[config.mk]
export PLATFORM = sky130hd
export DESIGN_NAME = vx_issue_stage
export DESIGN_NICKNAME = d
export VERILOG_FILES = /design/src/rtl/vx_issue_stage.sv
export SDC_FILE = /design/constraint.sdc
export NUM_CORES = 1
export LEC_CHECK = 0
export CAP_MARGIN = 10
export CORE_MARGIN = 2
export CORE_UTILIZATION = 35
export CTS_CLUSTER_SIZE = 14
export DETAILED_ROUTE_END_ITERATION = 16
export PLACE_DENSITY_LB_ADDON = 0.12
export SLEW_MARGIN = 25
export SYNTH_ARGS = -nofsm -noshare
export SYNTH_HDL_FRONTEND = slang
export SYNTH_SLANG_ARGS = --single-unit
[constraint.sdc]
create_clock -name clk -period 16.9 [get_ports clk]
set_input_delay 2.535 -clock clk [delete_from_list [all_inputs] [get_ports clk]]
set_output_delay 2.535 -clock clk [all_outputs]
set_load 0.005 [all_outputs]
[src/rtl/vx_issue_stage.sv]
// Issue stage: per-warp register scoreboard that holds back RAW/WAW hazards,
// plus a one-entry registered skid to the instruction demux.
module vx_issue_stage #(
  parameter  int NUM_WARPS = 4,
  parameter  int NUM_REGS  = 64,
  parameter  int DATAW     = 128,
  localparam int NW_BITS   = (NUM_WARPS > 1) ? $clog2(NUM_WARPS) : 1,
  localparam int NR_BITS   = $clog2(NUM_REGS)
) (
  input  logic               clk,
  input  logic               reset,

  input  logic               in_valid,
  output logic               in_ready,
  input  logic [NW_BITS-1:0] in_wid,
  input  logic [NR_BITS-1:0] in_rd,
  input  logic [NR_BITS-1:0] in_rs1,
  input  logic [NR_BITS-1:0] in_rs2,
  input  logic [NR_BITS-1:0] in_rs3,
  input  logic               in_use_rs3,
  input  logic               in_wb,
  input  logic [DATAW-1:0]   in_data,

  output logic               out_valid,
  input  logic               out_ready,
  output logic [NW_BITS-1:0] out_wid,
  output logic [NR_BITS-1:0] out_rd,
  output logic               out_wb,
  output logic [DATAW-1:0]   out_data,

  input  logic               wb_valid,
  input  logic [NW_BITS-1:0] wb_wid,
  input  logic [NR_BITS-1:0] wb_rd,
  input  logic               wb_eop,

  output logic [31:0]        perf_stalls
);

  logic [NUM_WARPS-1:0][NUM_REGS-1:0] pend_q, pend_d;
  logic [NUM_REGS-1:0]                pend_row;

  logic               out_valid_q;
  logic [NW_BITS-1:0] out_wid_q;
  logic [NR_BITS-1:0] out_rd_q;
  logic               out_wb_q;
  logic [DATAW-1:0]   out_data_q;
  logic [31:0]        perf_q;

  logic hazard;
  logic accept;

  // Hazards look only at registered pending state; a writeback landing this
  // cycle releases the waiting instruction on the following cycle.
  assign pend_row = pend_q[in_wid];
  assign hazard   = in_valid & ( pend_row[in_rs1]
                               | pend_row[in_rs2]
                               | (in_use_rs3 & pend_row[in_rs3])
                               | (in_wb      & pend_row[in_rd]) );

  assign in_ready = ~hazard & (~out_valid_q | out_ready);
  assign accept   = in_valid & in_ready;

  always_comb begin
    // NOTE: default every combinationally written signal first so no path
    // leaves it unassigned; otherwise synthesis infers a latch.
    pend_d = pend_q;
    if (wb_valid && wb_eop && (wb_rd != '0)) begin
      pend_d[wb_wid][wb_rd] = 1'b0;
    end
    // Applied after the clear so a set of the same entry wins.
    if (accept && in_wb && (in_rd != '0)) begin
      pend_d[in_wid][in_rd] = 1'b1;
    end
  end

  always_ff @(posedge clk or posedge reset) begin
    if (reset) begin
      // NOTE: the pending array is flop storage that must reset, since stale
      // bits would stall instructions forever; plain payload RAMs need not.
      pend_q      <= '0;
      out_valid_q <= 1'b0;
      out_wid_q   <= '0;
      out_rd_q    <= '0;
      out_wb_q    <= 1'b0;
      out_data_q  <= '0;
      perf_q      <= '0;
    end else begin
      // NOTE: non-blocking assignments so every flop samples pre-edge values,
      // independent of statement order inside this block.
      pend_q <= pend_d;
      if (hazard) begin
        perf_q <= perf_q + 32'd1;
      end
      if (accept) begin
        out_valid_q <= 1'b1;
        out_wid_q   <= in_wid;
        out_rd_q    <= in_rd;
        out_wb_q    <= in_wb;
        out_data_q  <= in_data;
      end else if (out_ready) begin
        out_valid_q <= 1'b0;
      end
    end
  end

  assign out_valid   = out_valid_q;
  assign out_wid     = out_wid_q;
  assign out_rd      = out_rd_q;
  assign out_wb      = out_wb_q;
  assign out_data    = out_data_q;
  assign perf_stalls = perf_q;

endmodule

== After elaboration in Yosys (flattened, before gate mapping) ==
Index checks and enable logic that the tools add are counted.

* Register bits after elaboration: 426
* Bits of input ports: 170
* Output and inout port bits: 171
* Word-level logic and storage cells: 69

* $add $sub $neg: 1
* $lt $le $gt $ge: 11
* Muxes and demuxes: 22
* Bitwise logic cells: 14
* Reduce and logical (&&, ||, !) cells: 11

{| class="wikitable"
|+ Operators with widths
! operator !! number
|-
| $mux W256 || 2
|-
| $and A256 B256 Y256 || 1
|-
| $demux W64 S2 || 2
|-
| $not A256 Y256 || 1
|-
| $or A256 B256 Y256 || 1
|-
| $mux W64 || 3
|-
| $bmux W64 S2 || 1
|-
| $lt A6 B7 Y1 const B || 5
|-
| $add A32 B1 Y32 const B || 1
|-
| $bmux W1 S6 || 4
|-
| $demux W1 S6 || 2
|-
| $ge A6 B1 Y1 const B || 2
|-
| $reduce_bool A6 Y1 || 2
|-
| $logic_and A1 B1 Y1 || 8
|-
| $mux W1 || 8
|-
| $lt A2 B3 Y1 const B || 2
|-
| $and A1 B1 Y1 || 5
|-
| $ge A2 B1 Y1 const B || 2
|-
| $or A1 B1 Y1 || 4
|-
| $not A1 Y1 || 2
|-
| $reduce_bool A2 Y1 || 1
|}

== Longest topological paths before layout ==
* Depth after elaboration: 14
* Mapped depth: 19
* Mapped depth without buffers: 9

== Least setup slack after synthesis ==
No wires, ideal clock.

* Kind: input port to output port
* Start point: in in_wid[1]
* End point: out in_ready
* Data arrival time: 5.387 ns
* Required time: 14.365 ns
* Slack: 8.978 ns
* Stages: 16
* Path through: buf_6 -> buf_6 -> buf_6 -> buf_6 -> buf_6 -> buf_6 -> buf_2 -> mux2i_1 -> o22ai_1 -> nor4_1 -> nand2_1 -> o2111ai_1 -> nand4_1 -> nor4_1 -> nand2b_1 -> and2_1

* Cells in the longest elaborated chain, start to end: 10
* Elaborated cells between the ends (all ways): 18
* Those cells by class: mux (10); bitwise (8)

{| class="wikitable"
|+ RTL lines
! what !! line !! text
|-
| start, declared || 15 || <nowiki>input logic [NW_BITS-1:0] in_wid,</nowiki>
|-
| $bmux W64 S2 * || 54 || <nowiki>assign pend_row = pend_q[in_wid];</nowiki>
|-
| $mux W64 (implied by the code) * || 54 ||
|-
| $bmux W1 S6, on equally long branches || 55, 56, 57 ||
|-
| $mux W1, on equally long branches || 55, 56, 57 ||
|-
| $or A1 B1 Y1 or $and A1 B1 Y1 (tied branches) || 56, 57 ||
|-
| $or A1 B1 Y1 || 57 || <nowiki>| (in_use_rs3 & pend_row[in_rs3])</nowiki>
|-
| $or A1 B1 Y1 * || 58 || <nowiki>| (in_wb & pend_row[in_rd]) );</nowiki>
|-
| $and A1 B1 Y1 * || 55 || <nowiki>assign hazard = in_valid & ( pend_row[in_rs1]</nowiki>
|-
| $not A1 Y1 * || 60 || <nowiki>assign in_ready = ~hazard & (~out_valid_q | out_ready);</nowiki>
|-
| $and A1 B1 Y1 * || 60 ||
|-
| end, declared || 14 || <nowiki>output logic in_ready,</nowiki>
|}

Every way passes the cells marked *; elsewhere a longest branch is shown, timed or not. The select of a mux whose other input is x is not followed.

== Worst setup path in the final report ==
Same ends and word-level chain as after synthesis.

==> impl_metrics.ini <==
[clock_network]
cts.clk_slew.worst_paths_ns = 0.06
root_buffer = clkbuf_16
clock_latency_ns = 0.63
cts_resized = 0
clk_path_buf_depth = 3
cts_hold_buf = 0
post_cts.repair.setup_buffers = 0
tritoncts = built
cts_made_buffers = 51
clock-sinks = 426
cts-htree-levels = 2

[floorplanning]
row_count = 96
initial_core_util_pct = 35.5
die-width_um = 268
top_level_ports = 341
core_mm2 = 0.0688
die_y_um = 268
die_area_mm2 = 0.0719

[detailed_routing]
drt-total-wl_mm = 104
wire_per_inst_um = 30.2
avgViaCountPerCell = 6.24
drt-pass1-iter-count = 9
drtIter0Drc = 2735
vias = 21400
drc = 0
final_antenna_net_count = 0

[min_path]
min_to = pend_q[0]$_DFF_PP0_
min_from = pend_q[0]$_DFF_PP0_
whs_path_depth = 0
min_path_type = reg2reg

[sta]
setup_tns_ns = 0
setup_viol = 0
fin_worst_skew_ns = 0.0220
fmax_ghz = 0.101
setup_ws_ns = 6.99
hold_viol = 0
relSlewSlack_pct = 19.5
drv_slew = 0
timing_worst_slew_pin_value_ns = 1.20
hold_slack_ns = 0.441
rsz0062_at_grt = no
min_period_ns = 9.91
period_share_pct = 58.6

[yosys]
yosys.area.top_type = dfrtp_1
avgSynthCellArea_um2 = 11.1
synth_seq_cells = 426
synthTopCellsByArea = dfrtp_1, mux4_2, mux2i_1
netlist_top_cells_count = dfrtp_1, o21ai_0, o21ai_1
ys_seq_area_share_pct = 43.7
syn-cell-area_mm2 = 0.0244
synth_nets = 2375
ys.flop_type = dfrtp_1
synth_top_area_share_pct = 43.7
syn-instance-count = 2204
synth_warnings = 0
yosysMostFrequentCell = dfrtp_1
synth.distinct_cells = 72
synth_edf_count = 0
async_flop_share_pct = 100

[final_layout]
nNetsFinal = 2629
drive_gt1_share_pct = 18.2
stdcell_count = 3433
areaGrowthSynthToFinish_pct = 23.7
seqCellArea_mm2 = 0.0107
utilization_pct = 43.9
multi_input_area_mm2 = 0.0127
fillers = 6415

[setup_path]
reg2reg_slack_ns = 12.33
critPathArrivalTime_ns = 7.37
slowest_delay_ns = 0.77
r2r_start = pend_q[211]$_DFF_PP0_
worst_setup_path_start_kind = primary input
path_cells = buf_8, buf_12, nor2b_1, a22oi_1, and3_1, nor4_1, or4_1, nand4_1, nor4_2, buf_4, nand2b_1, and2_1, clkdlybuf4s50_1
crit_required_ns = 14.37
r2r-end = pend_q[129]$_DFF_PP0_
cp_max_fo = 136
cp-end-kind = output port
worstSetupPathType = in2out
worst_path_max_delay_cell = nor2b_1
reg2regPathDepth = 10

[place]
dp_cells = 3335
gp_congestion = 0.994
placement.io_buffers = 340
dpl.hpwl_mm = 70.7
pre_cts_ws_ns = 7.18

[global_routing]
antenna_found_initial = 6
grt_max_degree = 168
grt_pass1_wl_mm = 150
grt_usage_pct = 28.5
grt_pass1_vias = 21200
overflow = 0

[status]
status = finished clean

[pwr]
p_per_area_mw_per_mm2 = 104
p_leak_nw = 11.9
max-vdd-ir-drop_v = 0.0000770

[run]
max-cap-violations = 0
[per-stage QoR]
stage | cell area, um2 | power [mW]
6_report | 30200 | 3.14
5_1_grt | 30200 | 3.27
4_1_cts | 30100 | 3.17
3_5_place_dp | 28300 | 1.95
3_3_place_gp | 28300 | 1.95
2_1_floorplan | 24400 | 1.53
[layer usage]
metal	GRT usage, %	up-vias	share of wire (%)
li1	-	8863	-
met1	38.5	10900	40
met2	43.2	1363	44
met3	7.78	265	11
met4	11.6	6	4.4
met5	0	-	0.027
[final cells by class]
| cell class | instances | share of cell area (%) |
|---|---|---|
| diodes | 1 | 0.00829 |
| clock inverters | 22 | 1.05 |
| well taps | 931 | 3.86 |
| repair buffers | 385 | 12.6 |
| clock buffers | 74 | 5.05 |
| multi-input cells | 1583 | 42.0 |
| inverters | 11 | 0.162 |
| flip-flops and latches | 426 | 35.3 |
[state kept, by name, indices dropped and copies added, names as in the netlist]
register / flops
out_data: 128
out_rd: 6
out_valid: 1
out_wb: 1
out_wid: 2
pend_q: 256
perf_stalls: 32
[cells by family after synthesis]
family                   share of synthesized area, %
AO/OA/AOI/OAI                                    15.7
XOR/XNOR                                         1.08
adder cells (fa/ha/maj)                        0.0513
buffers and inverters                            4.72
flip-flops                                       43.7
multiplexers                                     25.6
AND/OR/NAND/NOR                                  9.19
[power by group]
part           leakage, nW  switching (mW)  internal, mW  total, mW
clock network        0.905           0.478         0.722       1.20
logic                 5.42           0.307         0.392      0.699
registers             5.61          0.0864          1.15       1.24
total                 11.9           0.871          2.27       3.14
[worst max-delay path by stage]
stage / start / endpoint / slack, ns
6_report: in_wid[1] / in_ready / 6.99
5_1_grt: in_wid[1] / in_ready / 6.88
4_1_cts: in_wid[1] / in_ready / 7.17
3_5_place_dp: in_wid[1] / in_ready / 7.18
3_3_place_gp: in_wid[1] / in_ready / 7.20
2_1_floorplan: reset / out_data[0]$_DFFE_PP0P_ / 2.50
[layout by cell type, fill, tap and decap left out, types with 32 or more instances in the layout]
cell type | Yosys | routed
dfrtp_1 | 426 | 426
clkdlybuf4s50_1 | 0 | 334
o21ai_0 | 273 | 273
o21ai_1 | 230 | 230
nand2_1 | 176 | 175
mux2i_1 | 169 | 169
mux2_2 | 145 | 145
mux4_2 | 130 | 130
o22ai_1 | 75 | 75
clkbuf_16 | 0 | 52
buf_4 | 21 | 38
nor2_1 | 36 | 32
[critical path: cells and delay by family]
kind / cells / cell delay [ns]
buf+inv: 4 / 1.92
compound gates: 1 / 0.20
simple gates: 8 / 2.41
Note: power is estimated with default switching activity, not from simulation.
